$ cat src/rtl/maze_pkg.sv
// Shared maze constants: direction bit positions, default geometry and the default legality grid.
package maze_pkg;

    localparam int DIR_L = 3;
    localparam int DIR_R = 2;
    localparam int DIR_U = 1;
    localparam int DIR_D = 0;

    localparam int DEF_ROWS     = 8;
    localparam int DEF_COLS     = 8;
    localparam int DEF_TILE     = 60;
    localparam int DEF_ORIGIN_X = 150;
    localparam int DEF_ORIGIN_Y = 34;

    // Open 8x8 field: every move is legal unless it would leave the grid.
    function automatic logic [DEF_ROWS*DEF_COLS*4-1:0] open_grid();
        logic [DEF_ROWS*DEF_COLS*4-1:0] g;
        g = '0;
        for (int r = 0; r < DEF_ROWS; r++) begin
            for (int c = 0; c < DEF_COLS; c++) begin
                g[(r*DEF_COLS+c)*4 + DIR_L] = (c > 0);
                g[(r*DEF_COLS+c)*4 + DIR_R] = (c < DEF_COLS - 1);
                g[(r*DEF_COLS+c)*4 + DIR_U] = (r > 0);
                g[(r*DEF_COLS+c)*4 + DIR_D] = (r < DEF_ROWS - 1);
            end
        end
        return g;
    endfunction

    localparam logic [DEF_ROWS*DEF_COLS*4-1:0] GRID_DEFAULT = open_grid();

endpackage

$ cat src/rtl/pos_to_tile.sv
// Pixel position to tile index, with bounds check and tile-alignment flags.
module pos_to_tile
    import maze_pkg::*;
#(
    parameter int ROWS     = DEF_ROWS,
    parameter int COLS     = DEF_COLS,
    parameter int POS_W    = 10,
    parameter int TILE     = DEF_TILE,
    parameter int ORIGIN_X = DEF_ORIGIN_X,
    parameter int ORIGIN_Y = DEF_ORIGIN_Y
) (
    input  logic [POS_W-1:0]         i_x,
    input  logic [POS_W-1:0]         i_y,
    output logic [$clog2(ROWS)-1:0]  o_row,
    output logic [$clog2(COLS)-1:0]  o_col,
    output logic                     o_oob,
    output logic                     o_ax,
    output logic                     o_ay
);

    localparam logic [POS_W:0]   OX = (POS_W+1)'(ORIGIN_X);
    localparam logic [POS_W:0]   OY = (POS_W+1)'(ORIGIN_Y);
    localparam logic [POS_W-1:0] TW = POS_W'(TILE);

    logic [POS_W:0]   w_dx, w_dy;
    logic [POS_W-1:0] w_qx, w_qy, w_mx, w_my;

    // MSB of the widened difference is the sign: set when left of / above the grid.
    assign w_dx = {1'b0, i_x} - OX;
    assign w_dy = {1'b0, i_y} - OY;

    assign w_qx = w_dx[POS_W-1:0] / TW;
    assign w_qy = w_dy[POS_W-1:0] / TW;
    assign w_mx = w_dx[POS_W-1:0] % TW;
    assign w_my = w_dy[POS_W-1:0] % TW;

    assign o_oob = w_dx[POS_W] | w_dy[POS_W] | (32'(w_qx) >= COLS) | (32'(w_qy) >= ROWS);
    assign o_col = w_qx[$clog2(COLS)-1:0];
    assign o_row = w_qy[$clog2(ROWS)-1:0];
    assign o_ax  = (w_mx == '0);
    assign o_ay  = (w_my == '0);

endmodule

$ cat src/rtl/legal_move_server.sv
// Round-robin, two-stage legal-move lookup against a runtime-writable grid.
module legal_move_server
    import maze_pkg::*;
#(
    parameter int ROWS     = DEF_ROWS,
    parameter int COLS     = DEF_COLS,
    parameter int NUM_CH   = 4,
    parameter int POS_W    = 10,
    parameter int TILE     = DEF_TILE,
    parameter int ORIGIN_X = DEF_ORIGIN_X,
    parameter int ORIGIN_Y = DEF_ORIGIN_Y,
    parameter logic [ROWS*COLS*4-1:0] GRID_INIT = GRID_DEFAULT
) (
    input  logic                       clk,
    input  logic                       rst_n,
    input  logic [NUM_CH-1:0]          req_valid,
    output logic [NUM_CH-1:0]          req_ready,
    input  logic [NUM_CH*POS_W-1:0]    req_x,
    input  logic [NUM_CH*POS_W-1:0]    req_y,
    output logic                       rsp_valid,
    output logic [$clog2(NUM_CH)-1:0]  rsp_ch,
    output logic [3:0]                 rsp_moves,
    output logic [$clog2(ROWS)-1:0]    rsp_row,
    output logic [$clog2(COLS)-1:0]    rsp_col,
    output logic                       rsp_oob,
    input  logic                       wr_en,
    input  logic [$clog2(ROWS)-1:0]    wr_row,
    input  logic [$clog2(COLS)-1:0]    wr_col,
    input  logic [3:0]                 wr_moves
);

    localparam int CH_W  = $clog2(NUM_CH);
    localparam int ROW_W = $clog2(ROWS);
    localparam int COL_W = $clog2(COLS);

    logic [CH_W-1:0]   r_ptr;
    logic [3:0]        r_grid [ROWS][COLS];

    logic              r_s1_valid, r_s1_oob, r_s1_ax, r_s1_ay;
    logic [CH_W-1:0]   r_s1_ch;
    logic [ROW_W-1:0]  r_s1_row;
    logic [COL_W-1:0]  r_s1_col;

    logic              w_any;
    logic [CH_W-1:0]   w_gnt_ch;
    logic [NUM_CH-1:0] w_grant;
    logic [POS_W-1:0]  w_x, w_y;
    logic [ROW_W-1:0]  w_row;
    logic [COL_W-1:0]  w_col;
    logic              w_oob, w_ax, w_ay;
    logic [3:0]        w_moves;

    // First requester at or after the pointer wins; nothing is granted while in reset.
    always_comb begin
        w_any    = 1'b0;
        w_gnt_ch = '0;
        w_grant  = '0;
        for (int k = 0; k < NUM_CH; k++) begin
            if (!w_any && rst_n && req_valid[(int'(r_ptr) + k) % NUM_CH]) begin
                w_any    = 1'b1;
                w_gnt_ch = CH_W'((int'(r_ptr) + k) % NUM_CH);
            end
        end
        w_grant[w_gnt_ch] = w_any;
    end

    assign req_ready = w_grant;
    assign w_x       = req_x[w_gnt_ch*POS_W +: POS_W];
    assign w_y       = req_y[w_gnt_ch*POS_W +: POS_W];

    pos_to_tile #(
        .ROWS     (ROWS),
        .COLS     (COLS),
        .POS_W    (POS_W),
        .TILE     (TILE),
        .ORIGIN_X (ORIGIN_X),
        .ORIGIN_Y (ORIGIN_Y)
    ) u_pos_to_tile (
        .i_x   (w_x),
        .i_y   (w_y),
        .o_row (w_row),
        .o_col (w_col),
        .o_oob (w_oob),
        .o_ax  (w_ax),
        .o_ay  (w_ay)
    );

    always_comb begin
        w_moves = r_grid[r_s1_row][r_s1_col];
        if (!r_s1_ax) begin
            w_moves[DIR_U] = 1'b0;
            w_moves[DIR_D] = 1'b0;
        end
        if (!r_s1_ay) begin
            w_moves[DIR_L] = 1'b0;
            w_moves[DIR_R] = 1'b0;
        end
        if (r_s1_oob) w_moves = 4'b0000;
    end

    always_ff @(posedge clk) begin
        if (!rst_n) begin
            r_ptr      <= '0;
            r_s1_valid <= 1'b0;
            r_s1_ch    <= '0;
            r_s1_row   <= '0;
            r_s1_col   <= '0;
            r_s1_oob   <= 1'b0;
            r_s1_ax    <= 1'b0;
            r_s1_ay    <= 1'b0;
            rsp_valid  <= 1'b0;
            rsp_ch     <= '0;
            rsp_moves  <= 4'b0000;
            rsp_row    <= '0;
            rsp_col    <= '0;
            rsp_oob    <= 1'b0;
        end else begin
            if (w_any) r_ptr <= (w_gnt_ch == CH_W'(NUM_CH - 1)) ? '0 : w_gnt_ch + 1'b1;
            r_s1_valid <= w_any;
            if (w_any) begin
                r_s1_ch  <= w_gnt_ch;
                r_s1_row <= w_row;
                r_s1_col <= w_col;
                r_s1_oob <= w_oob;
                r_s1_ax  <= w_ax;
                r_s1_ay  <= w_ay;
            end
            rsp_valid <= r_s1_valid;
            if (r_s1_valid) begin
                rsp_ch    <= r_s1_ch;
                rsp_moves <= w_moves;
                rsp_row   <= r_s1_oob ? '0 : r_s1_row;
                rsp_col   <= r_s1_oob ? '0 : r_s1_col;
                rsp_oob   <= r_s1_oob;
            end
        end
    end

    // Stage 2 reads the pre-edge contents, so a same-cycle write is seen one cycle later.
    always_ff @(posedge clk) begin
        if (!rst_n) begin
            for (int r = 0; r < ROWS; r++) begin
                for (int c = 0; c < COLS; c++) begin
                    r_grid[r][c] <= GRID_INIT[(r*COLS+c)*4 +: 4];
                end
            end
        end else if (wr_en && (int'(wr_row) < ROWS) && (int'(wr_col) < COLS)) begin
            r_grid[wr_row][wr_col] <= wr_moves;
        end
    end

endmodule

$ cat config.mk
export PLATFORM = sky130hd
export DESIGN_NAME = legal_move_server
export DESIGN_NICKNAME = d
export VERILOG_FILES = /design/src/rtl/maze_pkg.sv /design/src/rtl/pos_to_tile.sv /design/src/rtl/legal_move_server.sv
export SDC_FILE = /design/constraint.sdc
export NUM_CORES = 1
export LEC_CHECK = 0
export BUFFER_PORTS_ARGS = -buffer_cell sky130_fd_sc_hd__buf_2
export CAP_MARGIN = 20
export CORE_ASPECT_RATIO = 0.9
export CORE_MARGIN = 3
export CORE_UTILIZATION = 50
export CTS_BUF_LIST = sky130_fd_sc_hd__clkbuf_16
export DETAILED_ROUTE_END_ITERATION = 12
export PLACE_DENSITY = 0.68
export SYNTH_ARGS = -nofsm -noshare
export SYNTH_HDL_FRONTEND = slang
export SYNTH_SLANG_ARGS = --single-unit
$ cat constraint.sdc
create_clock -name clk -period 11.84 [get_ports clk]
set_clock_uncertainty 0.1 [all_clocks]
set_input_delay 0.592 -clock clk [delete_from_list [all_inputs] [get_ports clk]]
set_output_delay 0.592 -clock clk [all_outputs]
set_load 0.1 [all_outputs]
==> flow_summary.ini, run 1 <==
[routing]
wirelength_mm = 40.1
drt.antenna.violating_nets = 0
first_pass_iters = 6
vias_per_cell = 6.39
post-route-drc-count = 0
vias = 11600
post_drt_wl_per_cell_um = 22.1
drt_iter0_drc = 1198

[worst_setup_path]
worstPathArrival_ns = 6.97
worstPathMaxFanout = 21
cp-startpoint = r_ptr[0]$_SDFFE_PN0N_
crit_type = register to register
r2r_start = r_ptr[0]$_SDFFE_PN0N_
critPathLaunchType = register
cp-end-kind = register
cp.required_ns = 12.20

[clock_tree]
clkLatencyLatePin_ns = 0.55
root_buffer = clkbuf_16
hold_buffers = 0
cts-resized-gates = 0
cts.htree.levels = 1
numCtsBuffers = 28
cts_buffer_depth = 3
cts_tree = done
cts_setup_buffers = 0
path_clk_slew_ns = 0.07
clock-sinks = 287

[power_and_ir_drop]
p_leak_nw = 5.76
p_seq_share_pct = 35.8
pwr_density_cell_nw_per_um2 = 195
cell_internal_pwr_w = 0.00223
comb_power_share_pct = 40.1
ir_drop_uv = 133
power_frac_clock_pct = 24.1
netSwitchingPower_w = 0.00123
power.share.switching_pct = 35.5

[min_path]
hold_path.class = input pin to register
min-delay-start = wr_row[0]

[logic_synthesis]
synth_seq_cells = 287
synth-edff-count = 256
synth_flop_cell = edfxtp_1
muxShareOfSynthArea_pct = 14.1
syn_nets = 1468
ys_seq_area_share_pct = 51.1
synth_compound_area_share_pct = 11.0
synth_fa_ha_area_share_pct = 0.893
yosysWarnings = 0
syn_inst = 1361
netlist_area_sq_um = 16300
synth_cell_types = 97
synth_area_per_cell_sq_um = 11.9
async_flop_share_pct = 0
synth-simple-area-share_pct = 17.4
synth_xor_area_share_pct = 1.38
synth_area_leaders = edfxtp_1, mux4_2, or3_1
netlist.area_leader.share_pct = 47.3
yosysTopAreaCell = edfxtp_1
synth_top_family_by_area = simple AND/OR/NAND/NOR gates

[placement]
dp.final_hpwl_mm = 27.0
pre_cts_ws_ns = 4.93
place.gp.congestion = 0.869
portBuffers = 114

[sta]
fmax_mhz = 151
max_slew_margin_pct = 28.0
layout_min_cycle_time_ns = 6.61
tightest_slew_ns = 1.08
period_share_pct = 55.8
setup_viol_count_final = 0
slew_viol_final = 0
final_hold_viol_count = 0
fin_setup_tns_ns = 0
worst_slack_ns = 5.23
rsz0062_at_grt = false

[floorplan]
coreArea_sq_um = 31400
die_area_sq_um = 34700
die_w_um = 196
start_util_pct = 51.7
pin_count = 115
chipHeight_um = 177
num_rows = 61

[grt]
grt_antenna_before_repair = 0
grt_max_degree = 74
overflow = 0
grt_pass1_wl_mm = 63.3
track_usage_pct = 22.9
grt_pass1_vias = 11200

[layout]
syn_to_final_growth_pct = 9.28
final_common_cell = edfxtp_1
layout_common_cells = edfxtp_1, or3_1, buf_2
drive_above_1_share_pct = 22.6
nets = 1489
diodes = 0

[status]
status = completed

[run]
drv_cap = 0
[registers in the layout (all words and copies together), names as in the netlist, named ones only]
register and cells:
r_grid 256, rsp_moves 4, r_s1_col 3, r_s1_row 3, rsp_col 3, rsp_row 3
r_ptr 2, r_s1_ch 2, rsp_ch 2, r_s1_ax 1, r_s1_ay 1, r_s1_oob 1
r_s1_valid 1, rsp_oob 1, rsp_valid 1
[path summary, 6_finish.rpt]
check	endpoint	slack (ns)	cells past startpoint
max	r_s1_ay$_SDFFE_PN0N_	5.23	21
min	r_grid[1][5]$_SDFFCE_PN1P_	0.34	2
max reg2reg	r_s1_ay$_SDFFE_PN0N_	5.23	21
min reg2reg	r_s1_ch[0]$_SDFFE_PN0N_	0.36	2
[cell usage after synthesis, types with 14 or more instances]
master,count
or3_1,190
mux4_2,92
nor3_1,39
nor2_1,59
o21ai_0,86
nand2_1,85
and2_1,14
xnor2_1,17
a211oi_1,15
nand2b_1,17
clkbuf_1,111
edfxtp_1,256
dfxtp_1,31
inv_1,24
mux2i_1,15
nand3_1,43
a21oi_1,41
[layer usage]
metal	wire length, um	track usage (%)	vias up
met1	17700	34.4	5746
li1	-	-	5317
met2	18700	35.9	472
met5	0	0	-
met3	3000	3.56	54
met4	631	4.31	0
[worst max-delay path, stage by stage (launching register included)]
cell	delay, ns
dfxtp_1	0.56
mux4_2	0.62
or2_4	0.27
o41ai_4	0.20
buf_4	0.26
nand2_2	0.35
inv_2	0.48
mux2i_1	0.23
nand2_1	0.07
nand2_1	0.15
ha_1	0.26
o21ai_1	0.19
a2111oi_4	0.49
xnor2_1	0.21
o211ai_1	0.38
a221oi_1	0.23
nor4b_1	0.43
o31a_1	0.20
o22a_1	0.17
inv_1	0.08
o41a_1	0.40
a211oi_1	0.19
[metrics by stage]
step / hold WS [ns] / util [%] / power (W) / cell area (sq um) / cells
CTS: 0.322 / 56.5 / 0.00347 / 17800 / 1813
global route: 0.343 / 56.5 / 0.00363 / 17800 / 1813
detailed placement: 0.356 / 53.8 / 0.00264 / 16900 / 1761
finish: 0.340 / 56.5 / 0.00346 / 17800 / 1813
floorplan: 0.336 / - / 0.00232 / 16300 / 1361
global placement: 0.347 / 53.8 / 0.00262 / 16900 / 1761
[power by group through the flow]
stage	logic [W]	registers [W]	clock network, W
floorplan	0.00107	0.00125	0
global placement	0.00136	0.00126	0
detailed placement	0.00138	0.00126	0
CTS	0.00138	0.00124	0.000845
global route	0.00150	0.00125	0.000883
finish	0.00139	0.00124	0.000836
[cell type report]
class | count | area [sq um]
Fill cell | 2608 | 13700
Tap cell | 409 | 512
Clock inverter | 23 | 125
Timing Repair Buffer | 133 | 713
Inverter | 26 | 97.6
Sequential cell | 287 | 8310
Clock buffer | 29 | 726
Multi-Input combinational cell | 906 | 7270
[kinds of logic (layout without fill, tap and decap cells)]
family          after synthesis  count (layout)
flops                       287             287
buf+inv                     168             211
simple gates                511             511
compound gates              247             247
xor+xnor                     23              23
mux                         113             113
fa+ha+maj                    12              12
No activity file was read; power rests on OpenSTA's default activity.
==> run 2: changes to the inputs <==
--- a/config.mk
+++ b/config.mk
@@ -12,7 +12,7 @@
 export CORE_UTILIZATION = 50
 export CTS_BUF_LIST = sky130_fd_sc_hd__clkbuf_16
 export DETAILED_ROUTE_END_ITERATION = 12
-export PLACE_DENSITY = 0.68
+export PLACE_DENSITY = 0.71
 export SYNTH_ARGS = -nofsm -noshare
 export SYNTH_HDL_FRONTEND = slang
 export SYNTH_SLANG_ARGS = --single-unit
==> constraint.sdc (replaced) <==
create_clock -name clk -period 5.9 [get_ports clk]
set_clock_uncertainty 0.1 [all_clocks]
set_input_delay 0.295 -clock clk [delete_from_list [all_inputs] [get_ports clk]]
set_output_delay 0.295 -clock clk [all_outputs]
set_load 0.1 [all_outputs]
==> run 2 against run 1 <==
Against the previous run: clock power is 100% higher; via count up 2.2%; flip-flop and latch count unchanged; final area rose by 1.4%; worst hold slack got worse by 0.31 ns; cell count rose by 0.99%; combinational power is 100% higher; utilization grew 0.77 points; critical endpoint unchanged; largest cell class unchanged.
==> flow_summary.ini, run 2 (synthesis results as in run 1) <==
[floorplan]
num_rows = 61
die_area_sq_um = 34700
coreArea_sq_um = 31400
pin_count = 115
chipHeight_um = 177
start_util_pct = 51.7
die_w_um = 196

[power_and_ir_drop]
comb_power_share_pct = 39.5
power_w = 0.00704
cell_internal_pwr_w = 0.00455
power.share.switching_pct = 35.4
p_seq_share_pct = 36.3
netSwitchingPower_w = 0.00249
pwr_density_cell_nw_per_um2 = 391
ir_drop_uv = 296
power_frac_clock_pct = 24.2
p_leak_nw = 5.88

[layout]
drive_above_1_share_pct = 23.8
largest_reg_flops = 256
layout_common_cells = edfxtp_1, or3_1, buf_2
diodes = 0
top_regs = r_grid (256), rsp_moves (4)
nets = 1507
multi_input_area_sq_um = 7310
num-fill-cells = 2558
syn_to_final_growth_pct = 10.8
utilization_pct = 57.2
top_register = r_grid
final_common_cell = edfxtp_1
seq_area_sq_um = 8310
final_cells = 1831

[clock_tree]
cts_tree = done
numCtsBuffers = 28
root_buffer = clkbuf_16
cts.htree.levels = 1
path_clk_slew_ns = 0.06
clkLatencyLatePin_ns = 0.55
clock-sinks = 287
cts_buffer_depth = 3

[sta]
worst_slack_ns = 0.339
fin_setup_tns_ns = 0
tightest_slew_ns = 1.05
setup_viol_count_final = 0
slew_viol_final = 0
max_slew_margin_pct = 29.9
layout_min_cycle_time_ns = 5.56
rsz0062_at_grt = false
fmax_mhz = 180
period_share_pct = 94.3
final_hold_viol_count = 0

[min_path]
hold_path.class = input pin to register

[routing]
wirelength_mm = 40.6
drt_iter0_drc = 1028
post-route-drc-count = 0
vias_per_cell = 6.47
drt.antenna.violating_nets = 0
first_pass_iters = 5
post_drt_wl_per_cell_um = 22.2
vias = 11800

[status]
status = completed

[worst_setup_path]
max_stage_delay_ns = 0.56
crit_family = compound AO/OA/AOI/OAI gates
crit_path_frequent_cell = buf_4
critPathLaunchType = register
cp-end-kind = register
worstPathArrival_ns = 5.90
crit_type = register to register
critPathSlowestCell = mux4_2
crit_buf_inv = 4
worstPathMaxFanout = 10
worstPathCellList = mux4_2, or2_4, o41ai_4, nand2_2, buf_4, nor2_1, nor2_1, o21ai_0, ha_2, o21ai_1, a2111oi_4, buf_4, xnor2_2, o211ai_1, buf_4, a22o_1, or2_1, a22oi_1, o22a_1, inv_1, o41a_1, a211oi_1
cp.required_ns = 6.24

[run]
drv_cap = 0

[grt]
grt_antenna_before_repair = 0
overflow = 0
track_usage_pct = 22.9
grt_pass1_wl_mm = 63.6
grt_pass1_vias = 11600
grt_max_degree = 72

[placement]
pre_cts_ws_ns = 0.192
dp.cells = 1772
dp.final_hpwl_mm = 26.9
place.gp.congestion = 0.910
portBuffers = 114
[run 2: area by class of cell]
class                      count  area share (%)
clock buffer                  30            4.17
clock inverter                22           0.688
inverter                      26           0.542
multi-input combinational    906            40.6
sequential                   287            46.2
tap                          409            2.84
timing repair buffer         151            4.98
[run 2: through the flow]
| step | hold slack (ns) | cell area (sq um) |
|---|---|---|
| floorplan | 0.336 | 16300 |
| global placement | 0.349 | 17000 |
| detailed placement | 0.359 | 17000 |
| CTS | 0.00199 | 17900 |
| global route | 0.0336 | 18000 |
| finish | 0.0268 | 18000 |
[run 2: final timing paths]
path / slack, ns / start / cells past startpoint / endpoint
max: 0.34 / r_ptr[0]$_SDFFE_PN0N_ / 22 / r_s1_ay$_SDFFE_PN0N_
min: 0.03 / wr_row[0] / 2 / r_grid[1][7]$_SDFFCE_PN1P_
max reg2reg: 0.34 / r_ptr[0]$_SDFFE_PN0N_ / 22 / r_s1_ay$_SDFFE_PN0N_
min reg2reg: 0.36 / r_s1_ch[0]$_SDFFE_PN0N_ / 2 / r_s1_ch[0]$_SDFFE_PN0N_
[run 2: what timing repair did]
action	4_1_cts	5_1_grt
resized for setup	0	8
setup buffers	0	4
setup endpoints to repair	0	4
hold buffers	0	0
[run 2: routing by layer]
layer / global-route usage (%) / part of all wire [%] / up-vias / wire, um
li1: - / - / 5345 / -
met1: 33.4 / 42 / 5918 / 17200
met2: 36.9 / 48 / 524 / 19400
met3: 3.31 / 7.9 / 59 / 3190
met4: 5.05 / 2.0 / 0 / 812
met5: 0 / 0 / - / 0
[run 2: power groups by stage]
stage	clock network, W	registers (W)	logic (W)
final	0.00170	0.00256	0.00278
after global routing	0.00180	0.00259	0.00299
after global placement	0	0.00259	0.00266
after floorplan	0	0.00251	0.00216
after CTS	0.00172	0.00256	0.00273
after detailed placement	0	0.00261	0.00271
==> run 3: changes to the inputs <==
--- a/config.mk
+++ b/config.mk
@@ -9,10 +9,11 @@
 export CAP_MARGIN = 20
 export CORE_ASPECT_RATIO = 0.9
 export CORE_MARGIN = 3
-export CORE_UTILIZATION = 50
+export CORE_UTILIZATION = 55
 export CTS_BUF_LIST = sky130_fd_sc_hd__clkbuf_16
 export DETAILED_ROUTE_END_ITERATION = 12
-export PLACE_DENSITY = 0.71
+export MAX_ROUTING_LAYER = met4
+export PLACE_DENSITY = 0.77
 export SYNTH_ARGS = -nofsm -noshare
 export SYNTH_HDL_FRONTEND = slang
 export SYNTH_SLANG_ARGS = --single-unit
==> run 3 against run 2 <==
Against the previous run: non-clock buffer count is 5 lower; worst hold slack better by 0.019 ns; worst setup slack better by 0.044 ns; flip-flop and latch count stayed put; via count is 1.0% higher; sequential power hardly changed; critical path depth is 2 lower; highest routed layer unchanged.
==> flow_summary.ini, run 3 (synthesis results as in run 1) <==
[sta]
fin_setup_tns_ns = 0
worst_slack_ns = 0.383
tightest_slew_ns = 1.03
period_share_pct = 93.5
fmax_mhz = 181
layout_min_cycle_time_ns = 5.52
max_slew_margin_pct = 31.3
final_hold_viol_count = 0
setup_viol_count_final = 0
rsz0062_at_grt = false
slew_viol_final = 0

[worst_setup_path]
worstPathMaxFanout = 14
reg2reg_to = r_s1_ax$_SDFFE_PN0N_
r2r_slack_ns = 0.38
cp-end-kind = register
worstPathCellList = buf_4, nor2b_1, o211a_1, nor2_1, o41a_1, a211oi_1, a311oi_2, inv_1, ha_1, nor3_1, o221ai_2, xnor2_2, a211oi_4, mux2i_2, or4b_4, nand4_4, mux2_1, a22oi_1, o21ai_1, a41o_1
crit_buf_inv = 2
critPathLaunchType = register
worstPathArrival_ns = 5.85
r2r_start = r_ptr[0]$_SDFFE_PN0N_
rr_worst_depth = 20
cp.required_ns = 6.23
critPathSlowestCell = o41a_1
max_stage_delay_ns = 0.65
crit_family = compound AO/OA/AOI/OAI gates
crit_type = register to register

[floorplan]
pin_count = 115
coreArea_sq_um = 29000
chipHeight_um = 169
start_util_pct = 56.0
num_rows = 59
die_w_um = 187
die_area_sq_um = 31700

[layout]
seq_area_sq_um = 8310
top_regs = r_grid (256), rsp_moves (4)
diodes = 0
num-fill-cells = 2226
final_common_cell = edfxtp_1
layout_common_cells = edfxtp_1, or3_1, buf_2
drive_above_1_share_pct = 23.8
largest_reg_flops = 256
multi_input_area_sq_um = 7290
top_register = r_grid
syn_to_final_growth_pct = 10.2
nets = 1501
final_cell_area_sq_um = 17900

[placement]
place.gp.congestion = 0.943
portBuffers = 114
dpl_cell_area_sq_um = 17000
dp.final_hpwl_mm = 25.7
pre_cts_ws_ns = 0.225

[routing]
post-route-drc-count = 0
first_pass_iters = 5
vias = 12000
vias_per_cell = 6.61
drt.antenna.violating_nets = 0
wirelength_mm = 39.9
drt_iter0_drc = 1483
post_drt_wl_per_cell_um = 22.0

[clock_tree]
root_buffer = clkbuf_16
clock-sinks = 287
path_clk_slew_ns = 0.07
clkLatencyLatePin_ns = 0.55
cts_tree = done
cts_buffer_depth = 3
cts.htree.levels = 1
numCtsBuffers = 27

[run]
drv_cap = 0

[power_and_ir_drop]
power_w = 0.00707
p_leak_nw = 5.82
ir_drop_uv = 282
pwr_density_cell_nw_per_um2 = 394

[grt]
grt_pass1_wl_mm = 63.6
grt_max_degree = 65
overflow = 0
grt_pass1_vias = 11500
grt_antenna_before_repair = 0
track_usage_pct = 25.5

[min_path]
min-delay-start = rst_n
whs_path_depth = 3
min_to = r_ptr[0]$_SDFFE_PN0N_
hold_path.class = input pin to register

[status]
status = completed
==> run 3: timing repair <==
item | in CTS | in global routing
hold buffers | 1 | 0
setup endpoints to repair | 0 | 4
setup buffers | 0 | 1
hold endpoints to repair | 2 | 0
resized for setup | 0 | 6
==> run 3: per-layer routing <==
layer  vias up  part of all wire (%)  global-route usage, %
li1       5342                     -                      -
met1      5929                    42                   36.5
met2       632                    48                   39.8
met3        65                   8.9                   3.58
met4         0                   1.6                   5.13
met5         -                     0                      -
==> run 3: final cells by class <==
type / count / area share, %
Sequential cell: 287 / 46.4
Multi-Input combinational cell: 906 / 40.7
Timing Repair Buffer: 146 / 4.69
Clock buffer: 27 / 3.77
Tap cell: 396 / 2.77
Clock inverter: 23 / 1.11
Inverter: 26 / 0.545
==> run 3: worst reg2reg max path, stage by stage (launching register included) <==
cell	delay [ns]
dfxtp_1	0.36
buf_4	0.18
nor2b_1	0.06
o211a_1	0.26
nor2_1	0.31
o41a_1	0.65
a211oi_1	0.14
a311oi_2	0.26
inv_1	0.11
ha_1	0.29
nor3_1	0.32
o221ai_2	0.22
xnor2_2	0.26
a211oi_4	0.33
mux2i_2	0.16
or4b_4	0.53
nand4_4	0.12
mux2_1	0.34
a22oi_1	0.15
o21ai_1	0.08
a41o_1	0.21
==> run 3: worst max-delay path by stage <==
stage                                 endpoint             startpoint  cells after the start
after floorplan           r_s1_ay$_SDFFE_PN0N_  r_ptr[0]$_SDFFE_PN0N_                     22
final                     r_s1_ax$_SDFFE_PN0N_  r_ptr[0]$_SDFFE_PN0N_                     20
after CTS                 r_s1_ay$_SDFFE_PN0N_  r_ptr[1]$_SDFFE_PN0N_                     20
after global routing      r_s1_ay$_SDFFE_PN0N_  r_ptr[0]$_SDFFE_PN0N_                     21
after global placement    r_s1_ay$_SDFFE_PN0N_           req_valid[1]                     22
after detailed placement  r_s1_ay$_SDFFE_PN0N_           req_valid[1]                     22
==> run 3: metrics by stage <==
step           hold WS, ns  utilization, %  cells
6_report            0.0454            61.8   1811
5_1_grt             0.0808            61.8   1811
4_1_cts             0.0290            61.5   1808
3_5_place_dp         0.354            58.4   1757
3_3_place_gp         0.348            58.4   1757
2_1_floorplan        0.336               -   1361
==> run 3: power by group <==
part,total [W],switching (W),internal [W]
Clock,0.00174,0.000771,0.000971
Sequential,0.00257,0.000221,0.00235
Combinational,0.00275,0.00153,0.00122
Total,0.00707,0.00252,0.00455
